### config.mk
export PLATFORM = sky130hd
export DESIGN_NAME = hazard_ctrl
export DESIGN_NICKNAME = d
export VERILOG_FILES = /design/src/rtl/hazard_ctrl.sv
export SDC_FILE = /design/constraint.sdc
export NUM_CORES = 1
export LEC_CHECK = 0
export CAP_MARGIN = 20
export CORE_MARGIN = 10
export CORE_UTILIZATION = 45
export CTS_CLUSTER_DIAMETER = 80
export DETAILED_ROUTE_END_ITERATION = 7
export PLACE_DENSITY = 0.84
export SLEW_MARGIN = 20
export SYNTH_ARGS = -nofsm -noshare
export SYNTH_HDL_FRONTEND = slang
export SYNTH_SLANG_ARGS = --single-unit
### constraint.sdc
create_clock -name clk -period 2 [get_ports clk]
set_input_delay 0.2 -clock clk [delete_from_list [all_inputs] [get_ports clk]]
set_output_delay 0.2 -clock clk [all_outputs]
set_load 0.005 [all_outputs]
### src/rtl/hazard_ctrl.sv
`default_nettype none
// ============================================================================
//  Module      : hazard_ctrl
//  Description : Pipeline hazard controller. Detects load-use hazards,
//                squashes the front end on taken branches, holds the whole
//                pipeline during multi-cycle MUL/DIV operations with a
//                timeout watchdog, and keeps saturating stall/flush counters.
//  Revision    : 1.0 - initial release
// ============================================================================
module hazard_ctrl (
   input  logic        clk,
   input  logic        rst_n,
   input  logic [4:0]  ID_rs1,
   input  logic [4:0]  ID_rs2,
   input  logic        ID_use_rs1,
   input  logic        ID_use_rs2,
   input  logic        ID_EX_MemRead,
   input  logic [4:0]  ID_EX_rd,
   input  logic        EX_branch_taken,
   input  logic        EX_is_muldiv,
   input  logic        md_done,
   output logic        md_start,
   output logic        PC_stall,
   output logic        IF_ID_stall,
   output logic        ID_EX_stall,
   output logic        IF_ID_flush,
   output logic        ID_EX_flush,
   output logic        EX_MEM_flush,
   output logic        md_err,
   output logic [15:0] stall_cnt,
   output logic [15:0] flush_cnt
);

   localparam logic [5:0]  c_WAIT_LIMIT = 6'd63;
   localparam logic [15:0] c_CNT_MAX    = 16'hFFFF;

   typedef enum logic [1:0] {
      IDLE    = 2'd0,
      MD_WAIT = 2'd1,
      ERR     = 2'd2
   } state_t;

   state_t      r_state;
   state_t      w_state_nxt;
   logic [5:0]  r_wait_cnt;
   logic        r_md_err;
   logic [15:0] r_stall_cnt;
   logic [15:0] r_flush_cnt;

   logic        w_lu;
   logic        w_md_go;
   logic        w_md_hold;
   logic        w_md_start;
   logic        w_pc_stall;
   logic        w_if_id_stall;
   logic        w_id_ex_stall;
   logic        w_if_id_flush;
   logic        w_id_ex_flush;
   logic        w_ex_mem_flush;

   // A load in EX feeds an operand that ID really reads; x0 never conflicts.
   assign w_lu = ID_EX_MemRead && (ID_EX_rd != 5'd0) &&
                 ((ID_use_rs1 && (ID_EX_rd == ID_rs1)) ||
                  (ID_use_rs2 && (ID_EX_rd == ID_rs2)));

   assign w_md_go   = (r_state == IDLE) && EX_is_muldiv;
   assign w_md_hold = w_md_go || ((r_state == MD_WAIT) && !md_done);

   // Next-state and control decode; muldiv outranks branch, branch outranks load-use.
   always_comb begin
      w_state_nxt    = r_state;
      w_md_start     = 1'b0;
      w_pc_stall     = 1'b0;
      w_if_id_stall  = 1'b0;
      w_id_ex_stall  = 1'b0;
      w_if_id_flush  = 1'b0;
      w_id_ex_flush  = 1'b0;
      w_ex_mem_flush = 1'b0;

      if (w_md_hold) begin
         w_pc_stall     = 1'b1;
         w_if_id_stall  = 1'b1;
         w_id_ex_stall  = 1'b1;
         w_ex_mem_flush = 1'b1;
      end

      case (r_state)
         IDLE: begin
            if (w_md_go) begin
               w_md_start  = 1'b1;
               w_state_nxt = MD_WAIT;
            end else if (EX_branch_taken) begin
               w_if_id_flush = 1'b1;
               w_id_ex_flush = 1'b1;
            end else if (w_lu) begin
               w_pc_stall    = 1'b1;
               w_if_id_stall = 1'b1;
               w_id_ex_flush = 1'b1;
            end
         end
         MD_WAIT: begin
            if (md_done) begin
               w_state_nxt = IDLE;
            end else if (r_wait_cnt == c_WAIT_LIMIT) begin
               w_state_nxt = ERR;
            end
         end
         ERR: begin
            // Watchdog tripped: stay quiet until reset.
            w_state_nxt = ERR;
         end
         default: begin
            w_state_nxt = IDLE;
         end
      endcase
   end

   // State register.
   always_ff @(posedge clk or negedge rst_n) begin
      if (!rst_n) begin
         r_state <= IDLE;
      end else begin
         r_state <= w_state_nxt;
      end
   end

   // Wait counter: zeroed when the operation is launched, counts MD_WAIT cycles.
   always_ff @(posedge clk or negedge rst_n) begin
      if (!rst_n) begin
         r_wait_cnt <= 6'd0;
      end else if (w_md_go) begin
         r_wait_cnt <= 6'd0;
      end else if (r_state == MD_WAIT) begin
         r_wait_cnt <= r_wait_cnt + 6'd1;
      end
   end

   // Sticky timeout flag.
   always_ff @(posedge clk or negedge rst_n) begin
      if (!rst_n) begin
         r_md_err <= 1'b0;
      end else if ((r_state == MD_WAIT) && (w_state_nxt == ERR)) begin
         r_md_err <= 1'b1;
      end
   end

   // Saturating performance counters for PC stalls and front-end flushes.
   always_ff @(posedge clk or negedge rst_n) begin
      if (!rst_n) begin
         r_stall_cnt <= 16'd0;
         r_flush_cnt <= 16'd0;
      end else begin
         if (w_pc_stall && (r_stall_cnt != c_CNT_MAX)) begin
            r_stall_cnt <= r_stall_cnt + 16'd1;
         end
         if (w_if_id_flush && (r_flush_cnt != c_CNT_MAX)) begin
            r_flush_cnt <= r_flush_cnt + 16'd1;
         end
      end
   end

   // Outputs are gated by rst_n so they drop immediately, independent of clk.
   assign md_start     = rst_n & w_md_start;
   assign PC_stall     = rst_n & w_pc_stall;
   assign IF_ID_stall  = rst_n & w_if_id_stall;
   assign ID_EX_stall  = rst_n & w_id_ex_stall;
   assign IF_ID_flush  = rst_n & w_if_id_flush;
   assign ID_EX_flush  = rst_n & w_id_ex_flush;
   assign EX_MEM_flush = rst_n & w_ex_mem_flush;
   assign md_err       = r_md_err;
   assign stall_cnt    = r_stall_cnt;
   assign flush_cnt    = r_flush_cnt;

endmodule
`default_nettype wire

==> reports/metrics.cfg <==
[timing]
worstMarginPinSlew_ps = 450
timing.slew.headroom = 0.697
slew_violations = 0
period_share = 0.968
post-route-worst-setup-slack_ps = 63.3
setup_viol = 0
rsz0062_at_grt = yes
fin_skew_ps = 2.92
fmax_mhz = 516
layout_min_cycle_time_ps = 1940
finalHoldViolCount = 0

[clock_tree]
cts_buffers = 5
cts_tree = built
cts.clk_slew.worst_paths_ps = 70
insertion_delay_ps = 290
htree_levels = 2
cts_root_buffer = clkbuf_8
clock_sinks = 41
clock_path_buffers = 2

[logic_synthesis]
yosys-top-cells-area = dfrtp_1 (48%), xor2_1 (8.6%), xnor2_1 (7.4%)
ys_ff_latch = 41
yosys_warnings = 0
yosysTopAreaCellShare = 0.482
syn_avg_cell_area_sq_um = 10.1
syn-cell-area_sq_um = 2130
yosysUniqueCellTypes = 37
async_flop_share = 1.00
synth-seq-area-share = 0.482
netlist_instances = 210
syn_nets = 236
synth_top_flop_cell = dfrtp_1
synth_area_leader_cell = dfrtp_1
synth-edff-count = 0

[placement]
place_ws_ps = -323
hpwl_um = 4120
portBuffers = 62
globalplace.congestion = 0.840
dpl.cell_count = 341

[floorplanning]
initial_core_util = 0.475
die_width_um = 88.8
die-area_sq_um = 7880
die_y_um = 88.8
rows = 24
ios = 63
core_area_sq_um = 4470

[worst_setup_path]
path_class = flip-flop to flip-flop
ff2ff_path_depth = 8
endpoint_kind = flip-flop
cp_slowest_cell = dfrtp_2
cp_max_fo = 5
crit_top_cell = buf_4
cp_slowest_stage_delay_ps = 440
reg2reg_setup_slack_ps = 60
critPathRequiredTime_ps = 2210
worstReg2RegEnd = flush_cnt[11]
critPathLaunchType = flip-flop
cp.arrival_ps = 2150
worstPathCellList = buf_4 > nor4b_4 > buf_4 > o31ai_4 > or3_4 > buf_6 > nor2_1 > xor2_1
rr_startpoint = r_state[1]

[detailed_routing]
first_iter_violations = 96
routed_wirelength_um = 5580
vias = 1905
drcViolationCount = 0
firstDrtPassIters = 4
routedWlPerCell_um = 15.7
avgViaCountPerCell = 5.35
ant_nets = 0

[cells_and_area]
area_growth_pct = 48.2
antenna_cells = 0
nets = 330
finalNonFillerCells = 356
fillers = 331
final_layout_size_suffix_gt1_frac = 0.197

[worst_hold_path]
hold_path.class = input pin to async pin

[grt]
antenna_found_initial = 0
grtUsageTotal = 0.145
grt_overflow = 0
grt_pass1_vias = 1979
grt_max_degree = 30
grt_pass1_wl_um = 9140

[outcome]
status = completed

[power_and_ir_drop]
p_leak_nw = 1.39
ir_drop_mv = 0.746
power.density_nw_per_um2 = 860

[job]
drv_cap = 0

[where the power goes]
part / total [mW] / switching (mW) / internal [mW]
Clock: 0.631 / 0.268 / 0.363
Sequential: 1.23 / 0.223 / 1.01
Combinational: 0.851 / 0.326 / 0.525
[what timing repair did]
action / 4_1_cts / 5_1_grt
endpoints found under the hold margin: 12 / 0
hold buffers: 1 / 0
resized for setup: 22 / 12
cloned: 0 / 0
pin swaps: 6 / 4
buffers inserted: 5 / 2
setup endpoints to repair: 7 / 9
[worst max path at each step]
stage | end | start | cells past startpoint | slack [ps]
after detailed placement | IF_ID_stall | ID_EX_rd[2] | 7 | -320
after floorplan | flush_cnt[15] | flush_cnt[5] | 7 | 170
after CTS | IF_ID_stall | ID_EX_rd[2] | 8 | -30
after global placement | IF_ID_stall | ID_EX_rd[2] | 7 | -320
after global routing | flush_cnt[9] | r_state[1] | 8 | -5
final | flush_cnt[11] | r_state[1] | 8 | 60
[Yosys cell counts (2+ instances only)]
library cell	instances
dfrtp_1	41
nand2_1	25
xor2_1	21
xnor2_1	18
nand3_1	14
nor2_1	14
nor3_1	12
nand4_1	11
o21ai_0	9
inv_1	5
buf_4	3
ha_1	3
nor3b_1	3
nor4_1	3
and2_1	2
and3_1	2
mux2_2	2
nor2b_1	2
o31ai_1	2
[cell families (layout without fill, tap and decap cells)]
group | after synthesis | after routing | share of synthesized area
compound gates | 20 | 20 | 0.0724
flops | 41 | 41 | 0.482
mux | 2 | 2 | 0.0106
buf+inv | 10 | 104 | 0.0235
fa+ha+maj | 3 | 3 | 0.0176
xor+xnor | 39 | 39 | 0.161
simple gates | 95 | 95 | 0.233
[worst max-delay path, delay by kind of cell, from the launching register on]
| family | cells | cell delay (ps) |
|---|---|---|
| DFF | 1 | 440 |
| buffers and inverters | 3 | 470 |
| and+or+nand+nor | 3 | 730 |
| xor gates and xnor gates | 1 | 170 |
| AOI/OAI and AO/OA | 1 | 60 |
[sequential cells by signal (all words and copies together), names as in the netlist]
register and flops:
r_wait_cnt 6, flush_cnt 16, md_err 1, r_state 2
stall_cnt 16
[placed cells by master (no fill, tap or decap), drive strengths merged, types with 3 or more instances in the layout]
master,synthesis,layout
clkdlybuf4s50,0,51
nor4,3,3
nor3b,3,3
inv,5,5
dlygate4sd2,0,6
nor2,14,14
clkdlybuf4s15,0,3
clkbuf,1,6
ha,3,3
nor3,12,12
xor2,21,21
o31ai,3,3
nand2,25,25
nand4,11,11
o21ai,9,9
xnor2,18,18
buf,4,30
nand3,14,14
dfrtp,41,41
[layout make-up]
cell class	count	area [sq um]	share of cell area
Clock buffer	5	68.8	0.0218
Clock inverter	2	35.0	0.0111
Inverter	5	18.8	0.00595
Multi-Input combinational cell	159	1100	0.349
Sequential cell	41	1030	0.326
Tap cell	52	65.1	0.0206
Timing Repair Buffer	92	838	0.266
[layer usage]
layer  up-vias  GRT usage  share of wire
li1        921          -              -
met1       897      0.163           0.41
met2        73      0.239           0.46
met3        14     0.0533           0.10
met4         0     0.0675          0.020
met5         -          0              0
[per-stage QoR]
stage,hold slack (ps),setup TNS (ps),power (mW),util,instance area (sq um)
3_5_place_dp,46.1,-4220,2.08,0.657,2940
3_3_place_gp,51.7,-3800,2.05,0.657,2940
4_1_cts,275,-66.7,2.74,0.696,3120
2_1_floorplan,-95.6,0,1.55,-,2130
6_report,283,0,2.71,0.705,3150
5_1_grt,289,-4.81,2.90,0.705,3150
(Power assumes the default switching activity.)
